`config.mk`:
```
export PLATFORM = sky130hd
export DESIGN_NAME = step_counter
export DESIGN_NICKNAME = d
export VERILOG_FILES = /design/src/rtl/step_counter.sv
export SDC_FILE = /design/constraint.sdc
export NUM_CORES = 1
export LEC_CHECK = 0
export BUFFER_PORTS_ARGS = -buffer_cell sky130_fd_sc_hd__buf_4
export CELL_PAD_IN_SITES_DETAIL_PLACEMENT = 0
export CELL_PAD_IN_SITES_GLOBAL_PLACEMENT = 1
export CORE_MARGIN = 3
export CORE_UTILIZATION = 30
export CTS_CLUSTER_DIAMETER = 150
export DETAILED_ROUTE_END_ITERATION = 8
export PLACE_DENSITY = 0.7
export SYNTH_ARGS = -nofsm -noshare
export SYNTH_HDL_FRONTEND = slang
export SYNTH_SLANG_ARGS = --single-unit
export TNS_END_PERCENT = 30
```
`constraint.sdc`:
```
create_clock -name clk -period 1.8 [get_ports clk]
set_input_delay 0 -clock clk [delete_from_list [all_inputs] [get_ports clk]]
set_output_delay 0 -clock clk [all_outputs]
set_load 0.01 [all_outputs]
```
`src/rtl/step_counter.sv`:
```
// Step sequencer for the iterative multiply/divide datapath.
// Walks an index through LIMIT steps, gated by en, with abort, done and err pulses.
module step_counter #(
  parameter int WIDTH = 6,
  parameter int LIMIT = 32,
  parameter bit DOWN  = 1'b0
) (
  input  logic             clk,
  input  logic             clr,
  input  logic             start,
  input  logic             en,
  input  logic             abort,
  output logic [WIDTH-1:0] count,
  output logic             last,
  output logic             busy,
  output logic             done,
  output logic             err
);

  if ((LIMIT < 1) || (longint'(LIMIT) > (longint'(1) << WIDTH))) begin : g_limit_check
    $error("step_counter: LIMIT must lie in 1..2**WIDTH");
  end

  localparam logic [WIDTH-1:0] FIRST_IDX = DOWN ? WIDTH'(LIMIT - 1) : '0;
  localparam logic [WIDTH-1:0] FINAL_IDX = DOWN ? '0 : WIDTH'(LIMIT - 1);

  typedef enum logic {
    IDLE,
    RUN
  } state_t;

  state_t           state_reg, state_next;
  logic [WIDTH-1:0] count_reg, count_next;
  logic             done_reg, done_next;
  logic             err_reg, err_next;

  always_ff @(posedge clk) begin
    if (!clr) begin
      state_reg <= IDLE;
      count_reg <= '0;
      done_reg  <= 1'b0;
      err_reg   <= 1'b0;
    end else begin
      state_reg <= state_next;
      count_reg <= count_next;
      done_reg  <= done_next;
      err_reg   <= err_next;
    end
  end

  always_comb begin
    state_next = state_reg;
    count_next = count_reg;
    done_next  = 1'b0;
    err_next   = 1'b0;
    case (state_reg)
      IDLE: begin
        if (start) begin
          state_next = RUN;
          count_next = FIRST_IDX;
        end
      end
      RUN: begin
        // A start during a run is only reported; it never queues another run.
        err_next = start;
        if (abort) begin
          state_next = IDLE;
          count_next = '0;
        end else if (en && (count_reg == FINAL_IDX)) begin
          state_next = IDLE;
          count_next = '0;
          done_next  = 1'b1;
        end else if (en) begin
          count_next = DOWN ? (count_reg - WIDTH'(1)) : (count_reg + WIDTH'(1));
        end
      end
      default: begin
        state_next = IDLE;
        count_next = '0;
      end
    endcase
  end

  assign count = count_reg;
  assign busy  = (state_reg == RUN);
  assign done  = done_reg;
  assign err   = err_reg;
  assign last  = (state_reg == RUN) && en && (count_reg == FINAL_IDX);

endmodule

```
==> qor.yml, run 1 <==
place:
  numPlacedInstances: 75
  detailedPlacementHpwl_um: 704
  place.port_buffers: 14
  gp_congestion: 0.766
synth:
  synth_most_common_cell: "dfxtp_1"
  synthesis.nets: 52
  synth_enable_flop_cells: 0
  netlist-cell-type-count: 31
  synth_cells: 46
  netlist_top_cells_count: "dfxtp_1 (9), nor2_1 (3)"
  seq_area_frac_synth: 0.396
  synth.avg_cell_area_um2: 9.90
  ys_ff_latch: 9
  synth-warning-count: 0
  post-synth-top-area-cell: "dfxtp_1"
  synth_async_sr_flop_share: 0
  synth_top_cells_by_area: "dfxtp_1 (40%), xnor2_1 (3.8%), nor4b_2 (3.3%), a31oi_2 (2.7%), ha_1 (2.7%)"
  yosys_most_used_dff: "dfxtp_1"
  synth_largest_type_area_fraction: 0.396
  netlist_area_um2: 455
global_routing:
  grt_antenna_before_repair: 0
  groute.usage.overall: 0.123
  global_route_overflow: 0
  grt_first_pass_wirelength_um: 1780
  via_count_of_the_first_global_routing_pass: 401
  grt_max_degree: 10
  global_route.usage.met3: 0.0637
  use_met1: 0.159
  grt.met2_usage: 0.169
  grt_busiest_layer: "met2"
route:
  postRouteWirelength_um: 961
  wl_per_cell_um: 12.2
  firstDrtPassIters: 3
  vias: 402
  drtIter0Drc: 1
  drc_errors: 0
  postRouteAntennaNets: 0
  vias_per_cell: 5.09
timing:
  report.final.slew_viol_count: 0
  fin_setup_tns_ns: 0
  clock.fmax_mhz: 653
  rsz0062_at_grt: "false"
  worst_pin_slew_ns: 0.280
  timing.clock.skew_ns: 0.00613
  max_slew_margin: 0.812
  setup_viol: 0
  post-route-min-period_ns: 1.53
  fin_crit_sh: 0.851
  final-hold-violation-count: 0
clock_network:
  clock_tree.buffer_depth: 2
  clk-insertion-delay-late_ns: 0.27
  cts.htree.levels: 1
  cts_buffers: 3
  post_cts_resize_count: 0
  tritoncts: "done"
  postCtsSetupBuffers: 0
  cts_sinks: 9
  post_cts_hold_buffer_count: 0
  cell_at_the_root_of_the_clock_tree: "clkbuf_4"
  clk_pin_slew_ns: 0.06
worst_setup_path:
  crit_path_start_kind: "register"
  cp_data_required_time_ns: 1.80
  critical_path_class: "register to primary output"
  worst_path_largest_cell_delay_ns: 0.34
  worstPathMaxFanout: 5
  crit_slowest_cell: "dfxtp_1"
  timing.critical_path.from: "count[0]"
  end_kind: "primary output"
  crit_chain: "ha_1 > and4_4 > and3_1 > and2_2 > buf_4"
  critPathArrivalTime_ns: 1.53
  reg_to_reg_critical_path_startpoint: "count[0]"
power:
  power_density_nw_per_um2: 674
  report.power.total_uw: 408
  power.ir.vdd_worst_mv: 0.434
  leakagePower_nw: 0.245
worst_hold_path:
  holdCritStartpoint: "clr"
  type_of_the_worst_min_delay_path: "primary input to register"
final_layout:
  layout.nets: 71
  largest_register_ff_count: 6
  nFillCells: 143
  drive_gt1_frac: 0.453
  final_cells: 79
  area.growth.synth_to_final_pct: 33.0
  antenna_cells_inserted: 0
die:
  std_cell_rows: 13
  die-area_um2: 2020
  io_pins: 15
  floorplan.die.height_um: 45.0
  core_um2: 1370
  starting_density: 0.333
  dieWidth_um: 45.0
outcome:
  run_status: "finished clean"
run:
  drv_cap: 0
## cell usage in the layout (no fill, tap or decap), types with 2 or more instances in the layout
cell type,netlist,layout
buf_4,0,14
nand2_1,2,2
nor2_1,3,3
clkbuf_4,0,3
nor2b_1,2,2
xnor2_1,2,2
dfxtp_1,9,9
nand3_1,2,2
nor2_2,2,2
## cell type report
class / count / area, µm² / share of cell area
timing repair buffer: 14 / 105 / 0.174
multi-input combinational: 36 / 272 / 0.448
inverter: 1 / 3.75 / 0.00620
clock buffer: 4 / 26.3 / 0.0434
sequential: 9 / 180 / 0.298
tap: 15 / 18.8 / 0.0310
## power by group
part,leakage [nW],switching (mW),internal [mW],total (mW)
combinational,0.157,0.0214,0.0207,0.0421
sequential,0.0728,0.00391,0.202,0.206
clock,0.0150,0.0744,0.0856,0.160
total,0.245,0.0997,0.308,0.408
## metal layers
layer,share of wire,routed length (µm)
met1,0.48,458
met2,0.41,397
met3,0.091,87
met4,0.018,17
met5,0,0
## worst max-delay path: cells and delay by family, from the launching register on
family,cells,cell delay [ns]
adder cells (fa/ha/maj),1,0.23
buffers and inverters,1,0.14
flip-flops,1,0.34
AND/OR/NAND/NOR,3,0.57
## cell families (layout without fill, tap and decap cells)
| kind of cell | Yosys count | after routing | synth area share |
|---|---|---|---|
| buffers and inverters | 1 | 19 | 0.00823 |
| AOI/OAI and AO/OA | 10 | 10 | 0.168 |
| and+or+nand+nor | 23 | 23 | 0.363 |
| xor gates and xnor gates | 2 | 2 | 0.0385 |
| adders and majority gates | 1 | 1 | 0.0275 |
| DFF | 9 | 9 | 0.396 |
## worst paths after layout
kind	slack (ns)	to	cells past startpoint
max	0.27	last	5
min	0.01	busy	2
max reg2reg	0.41	count[1]	5
min reg2reg	0.50	count[0]	2
## through the flow
step                hold WS, ns  cell area, µm²  setup slack, ns  utilization
floorplan                 0.117             455            0.461            -
global placement          0.287             579            0.426        0.424
detailed placement        0.283             579            0.405        0.424
CTS                     0.00655             606            0.258        0.443
global route             0.0158             606            0.177        0.443
finish                   0.0127             606            0.268        0.443
Power figures use the tool's default switching activity.
==> run 2, diff against run 1 <==
--- a/config.mk
+++ b/config.mk
@@ -5,6 +5,7 @@
 export SDC_FILE = /design/constraint.sdc
 export NUM_CORES = 1
 export LEC_CHECK = 0
+export ABC_AREA = 1
 export BUFFER_PORTS_ARGS = -buffer_cell sky130_fd_sc_hd__buf_4
 export CELL_PAD_IN_SITES_DETAIL_PLACEMENT = 0
 export CELL_PAD_IN_SITES_GLOBAL_PLACEMENT = 1
@@ -12,7 +13,8 @@
 export CORE_UTILIZATION = 30
 export CTS_CLUSTER_DIAMETER = 150
 export DETAILED_ROUTE_END_ITERATION = 8
-export PLACE_DENSITY = 0.7
+export PLACE_DENSITY = 0.73
+export SKIP_CTS_REPAIR_TIMING = 1
 export SYNTH_ARGS = -nofsm -noshare
 export SYNTH_HDL_FRONTEND = slang
 export SYNTH_SLANG_ARGS = --single-unit
==> qor.yml, run 2 <==
worst_setup_path:
  r2r.worst_path.cells: 8  # +3
  critical_path_class: "register to primary output"
  critPathArrivalTime_ns: 1.34  # -0.19 ns
  worstPathMaxFanout: 4  # -1
  cp_data_required_time_ns: 1.80  # about the same
  crit_path_start_kind: "register"
  end_kind: "primary output"
power:
  report.power.total_uw: 433  # +6.0%
  leakagePower_nw: 0.318  # +30%
  power.ir.vdd_worst_mv: 0.332  # -23%
  power_density_nw_per_um2: 654  # -3.0%
worst_hold_path:
  type_of_the_worst_min_delay_path: "primary input to register"
  worst_hold_path.num_cells: 3  # +1
timing:
  setup_viol: 0  # unchanged
  clock.fmax_mhz: 747  # +14%
  final-hold-violation-count: 0  # unchanged
  max_slew_margin: 0.851  # +0.0388
  report.final.slew_viol_count: 0  # unchanged
  post-route-min-period_ns: 1.34  # -0.194 ns
  worst_pin_slew_ns: 0.221  # -0.0590 ns
  timing.clock.skew_ns: 0.000767  # -0.00537 ns
  fin_setup_tns_ns: 0  # unchanged
  fin_crit_sh: 0.744  # -0.108
  final.hold.worst_slack_ns: 0.000614  # -0.0121 ns
  rsz0062_at_grt: "false"
final_layout:
  area_taken_by_flip_flops_and_latches_um2: 180  # unchanged
  largest_register_ff_count: 6  # unchanged
  fin_area_um2: 662  # +9.3%
  drive_gt1_frac: 0.290  # -0.163
  multi_input_area_um2: 251  # -7.4%
  final_util: 0.468  # +0.0245
  nFillCells: 150  # +4.9%
  area.growth.synth_to_final_pct: 34.6
  layout_commonest_cell: "nand2_1"
  antenna_cells_inserted: 0  # unchanged
  most_frequent_cells_in_the_layout: "nand2_1 (15), inv_1 (14), nor2_1 (14), buf_4 (14), dfxtp_1 (9)"
  layout.nets: 100  # +41%
synth:
  synth_enable_flop_cells: 0  # unchanged
  synth_cells: 73  # +59%
  netlist-cell-type-count: 19  # -39%
  netlist_top_cells_count: "nand2_1 (15), inv_1 (14), nor2_1 (14)"
  synth-warning-count: 0  # unchanged
  netlist_area_um2: 492  # +8.0%
  ys_ff_latch: 9  # unchanged
  seq_area_frac_synth: 0.366  # -0.0292
  synth_top_cells_by_area: "dfxtp_1 (37%), nand2_1 (11%), inv_1 (11%), nor2_1 (11%), nand2_4 (4.6%)"
  synth.avg_cell_area_um2: 6.74  # -32%
  yosys_most_used_dff: "dfxtp_1"
  synthesis.nets: 79  # +52%
  synth_largest_type_area_fraction: 0.366  # -0.0292
  post-synth-top-area-cell: "dfxtp_1"
  synth_async_sr_flop_share: 0  # unchanged
  synth_most_common_cell: "nand2_1"
clock_network:
  cell_at_the_root_of_the_clock_tree: "clkbuf_4"
  clk_pin_slew_ns: 0.06  # about the same
  cts.htree.levels: 1  # unchanged
  cts_sinks: 9  # unchanged
  cts_buffers: 3  # unchanged
  clock_tree.buffer_depth: 2  # unchanged
  clk-insertion-delay-late_ns: 0.26  # about the same
  tritoncts: "done"
place:
  detailedPlacementHpwl_um: 825  # +17%
  gp_congestion: 0.737  # -3.8%
  place.port_buffers: 14  # unchanged
  post_dp_cell_area_um2: 616  # +6.3%
global_routing:
  grt_max_degree: 8  # -2
  via_count_of_the_first_global_routing_pass: 414  # +3.2%
  grt_antenna_before_repair: 0  # unchanged
  global_route_overflow: 0  # unchanged
  grt_first_pass_wirelength_um: 1690  # -5.1%
  groute.usage.overall: 0.119  # -0.00450
die:
  std_cell_rows: 13  # unchanged
  die-area_um2: 2160  # +6.9%
  io_pins: 15  # unchanged
  dieWidth_um: 46.5  # +3.4%
  floorplan.die.height_um: 46.5  # +3.4%
  starting_density: 0.347  # +0.0141
  core_um2: 1420  # +3.6%
route:
  vias_per_cell: 4.36  # -14%
  postRouteWirelength_um: 1030  # +6.9%
  vias: 471  # +17%
  drc_errors: 0  # unchanged
  wl_per_cell_um: 9.51  # -22%
  postRouteAntennaNets: 0  # unchanged
  firstDrtPassIters: 4  # +1
  drtIter0Drc: 1  # unchanged
run:
  drv_cap: 0  # unchanged
outcome:
  run_status: "finished clean"
-- run 2: per-layer routing --
metal / vias to the layer above / global-route usage / routed length (µm)
li1: 259 / - / -
met1: 197 / 0.134 / 471
met2: 11 / 0.157 / 441
met3: 4 / 0.0781 / 88
met4: 0 / 0.0852 / 25
met5: - / 0 / 0
-- run 2: report_power, final --
| group | switching, mW | internal (mW) | total, mW |
|---|---|---|---|
| Combinational | 0.0365 | 0.0291 | 0.0656 |
| Sequential | 0.00536 | 0.205 | 0.210 |
| Clock | 0.0713 | 0.0855 | 0.157 |
| Total | 0.113 | 0.320 | 0.433 |
-- run 2: worst paths after layout --
path	start	end	slack, ns
setup / recovery	count[1]	last	0.46
hold reg to reg	count[5]	count[5]	0.56
setup reg to reg	count[1]	count[5]	0.56
hold / removal	start	busy	0.0006
-- run 2: area by class of cell --
cell class,instances,share of cell area
Inverter,16,0.0907
Clock buffer,4,0.0397
Tap cell,15,0.0284
Multi-Input combinational cell,48,0.380
Sequential cell,9,0.272
Timing Repair Buffer,16,0.189
-- run 2: logic make-up after synthesis --
family | Yosys count | share of synthesized area
xor gates and xnor gates | 1 | 0.0178
AOI/OAI and AO/OA | 3 | 0.0305
adders and majority gates | 1 | 0.0254
and+or+nand+nor | 43 | 0.438
DFF | 9 | 0.366
buffers and inverters | 16 | 0.122
-- run 2: stage by stage --
stage | worst slack (ns) | std cells
2_1_floorplan | 0.608 | 73
3_3_place_gp | 0.602 | 102
3_5_place_dp | 0.568 | 102
4_1_cts | 0.447 | 106
5_1_grt | 0.372 | 108
6_report | 0.462 | 108
-- run 2: critical path, cell delays in order (launching register included) --
cell     delay [ns]
dfxtp_1        0.37
ha_1           0.20
nand2_2        0.08
nor2_4         0.11
nand3_2        0.08
nor2_1         0.10
buf_4          0.13
==> run 3, diff against run 2 <==
--- a/config.mk
+++ b/config.mk
@@ -5,7 +5,7 @@
 export SDC_FILE = /design/constraint.sdc
 export NUM_CORES = 1
 export LEC_CHECK = 0
-export ABC_AREA = 1
+export ABC_AREA = 0
 export BUFFER_PORTS_ARGS = -buffer_cell sky130_fd_sc_hd__buf_4
 export CELL_PAD_IN_SITES_DETAIL_PLACEMENT = 0
 export CELL_PAD_IN_SITES_GLOBAL_PLACEMENT = 1
@@ -13,7 +13,7 @@
 export CORE_UTILIZATION = 30
 export CTS_CLUSTER_DIAMETER = 150
 export DETAILED_ROUTE_END_ITERATION = 8
-export PLACE_DENSITY = 0.73
+export PLACE_DENSITY = 0.72
 export SKIP_CTS_REPAIR_TIMING = 1
 export SYNTH_ARGS = -nofsm -noshare
 export SYNTH_HDL_FRONTEND = slang
==> constraint.sdc (replaced) <==
create_clock -name clk -period 1.1 [get_ports clk]
set_input_delay 0 -clock clk [delete_from_list [all_inputs] [get_ports clk]]
set_output_delay 0 -clock clk [all_outputs]
set_load 0.01 [all_outputs]
==> qor.yml, run 3 (synthesized netlist as in run 1, its figures left out) <==
outcome:
  run_status: "finished with violations"
  failing_checks: "negative setup slack"
place:
  post_dp_cell_area_um2: 662  # +7.5%
  gp_congestion: 0.721  # -2.3%
  place.port_buffers: 14  # unchanged
  detailedPlacementHpwl_um: 811  # -1.8%
  pre_cts_ws_ns: -0.133  # -0.701 ns
die:
  io_pins: 15  # unchanged
  floorplan.die.height_um: 45.0  # -3.3%
  std_cell_rows: 13  # unchanged
  starting_density: 0.333  # -0.0141
  dieWidth_um: 45.0  # -3.3%
  die-area_um2: 2020  # -6.4%
  core_um2: 1370  # -3.4%
final_layout:
  area.growth.synth_to_final_pct: 58.2
  layout.nets: 81  # -19%
  layout_commonest_cell: "buf_4"
  fin_area_um2: 721  # +8.9%
  antenna_cells_inserted: 0  # unchanged
  most_frequent_cells_in_the_layout: "buf_4 (23), dfxtp_1 (6), nor2_1 (3), clkbuf_4 (3)"
  drive_gt1_frac: 0.595  # +0.304
  largest_register_ff_count: 6  # unchanged
worst_setup_path:
  crit_path_start_kind: "register"
  critPathArrivalTime_ns: 1.40  # +0.06 ns
  critical_path_class: "register to primary output"
  timing.critical_path.from: "count[0]"
  reg_to_reg_critical_path_startpoint: "count[0]"
  crit_chain: "ha_4 > and4_4 > and3_4 > and2_4 > buf_6"
  cp_data_required_time_ns: 1.10  # -0.70 ns
  end_kind: "primary output"
  worstSetupPathDepth: 5  # -1
  critical_path_buf_inv_count: 1  # unchanged
  worstPathMaxFanout: 3  # -1
  crit_slowest_cell: "dfxtp_4"
  r2r.worst_path.cells: 6  # -2
  worst_path_largest_cell_delay_ns: 0.36  # about the same
  worst_path_dominant_cell_family: "simple AND/OR/NAND/NOR gates"
timing:
  rsz0062_at_grt: "true"
  setup_viol: 8  # +8
  max_slew_margin: 0.827  # -0.0237
  report.final.slew_viol_count: 0  # unchanged
  post-route-min-period_ns: 1.40
  timing.clock.skew_ns: 0.00413  # +0.00336 ns
  clock.fmax_mhz: 716
  final-hold-violation-count: 0  # unchanged
  fin_crit_sh: 1.27
  post-route-worst-setup-slack_ns: -0.297  # -0.759 ns
  worst_pin_slew_ns: 0.258  # +0.0365 ns
clock_network:
  tritoncts: "done"
  cts_sinks: 9  # unchanged
  clk_pin_slew_ns: 0.06  # about the same
  cell_at_the_root_of_the_clock_tree: "clkbuf_4"
  cts.htree.levels: 1  # unchanged
  cts_buffers: 3  # unchanged
  clk-insertion-delay-late_ns: 0.26  # about the same
  clock_tree.buffer_depth: 2  # unchanged
global_routing:
  global_route_overflow: 0  # unchanged
  via_count_of_the_first_global_routing_pass: 409  # -1.2%
  grt_antenna_before_repair: 0  # unchanged
  grt_max_degree: 9  # +1
  grt_first_pass_wirelength_um: 1820  # +7.8%
  groute.usage.overall: 0.129  # +0.00982
route:
  drtIter0Drc: 3  # +2
  postRouteWirelength_um: 1150  # +12%
  wl_per_cell_um: 12.9  # +35%
  vias_per_cell: 5.10  # +17%
  firstDrtPassIters: 4  # unchanged
  drc_errors: 0  # unchanged
  postRouteAntennaNets: 0  # unchanged
  vias: 454  # -3.6%
power:
  switching_share: 0.244  # -0.0173
  power.net_switching_uw: 164  # +45%
  leakagePower_nw: 0.298  # -6.3%
  power.ir.vdd_worst_mv: 0.844  # +150%
  share_comb_of_total_power: 0.117  # -0.035
  seq_power_share: 0.496  # +0.010
  cell_internal_power_uw: 507  # +59%
  report.power.total_uw: 671  # +55%
  power_density_nw_per_um2: 931  # +42%
  clkPwrFrac: 0.387  # +0.025
run:
  drv_cap: 0  # unchanged
worst_hold_path:
  holdCritStartpoint: "clr"
  worst_hold_path.num_cells: 2  # -1
  type_of_the_worst_min_delay_path: "primary input to register"
## run 3: cell count changes in the layout (fill, tap and decap cells not counted), moves of 3 or more
cell / change
dfxtp_1: -3
nand2_1: -13
buf_4: +9
nor2_1: -11
inv_1: -13
## run 3: power by group through the flow
stage          logic, mW  clock network [mW]  registers [mW]
2_1_floorplan     0.0359                   0           0.343
3_3_place_gp      0.0798                   0           0.340
3_5_place_dp      0.0780                   0           0.340
4_1_cts           0.0784               0.275           0.332
5_1_grt           0.0861               0.292           0.333
6_report          0.0785               0.260           0.333
## run 3: final timing paths
check	slack, ns	endpoint
worst max register to register	-0.23	count[1]
worst max-delay path	-0.30	last
worst min-delay path	0.01	busy
worst min register to register	0.55	done
## run 3: routing by layer
| metal | global-route usage | wire length [µm] | share of wire | up-vias |
|---|---|---|---|---|
| li1 | - | - | - | 223 |
| met1 | 0.154 | 505 | 0.44 | 216 |
| met2 | 0.186 | 543 | 0.47 | 13 |
| met3 | 0.0757 | 88 | 0.077 | 2 |
| met4 | 0.0526 | 8 | 0.0070 | 0 |
| met5 | 0 | 0 | 0 | - |
## run 3: metrics by stage
stage	utilization	hold slack (ns)	TNS, ns	std cells
final	0.527	0.0120	-1.43	89
after global routing	0.527	0.0189	-1.92	89
after CTS	0.504	0.00508	-1.09	86
after detailed placement	0.484	0.289	-0.684	82
after global placement	0.484	0.290	-0.635	82
after floorplan	-	0.117	-0.426	46
## run 3: area by class of cell
| cell class | count | area [µm²] |
|---|---|---|
| clock buffers | 4 | 26.3 |
| fillers | 131 | 646 |
| inverters | 1 | 3.75 |
| multi-input cells | 36 | 299 |
| flip-flops and latches | 9 | 189 |
| well taps | 15 | 18.8 |
| repair buffers | 24 | 184 |
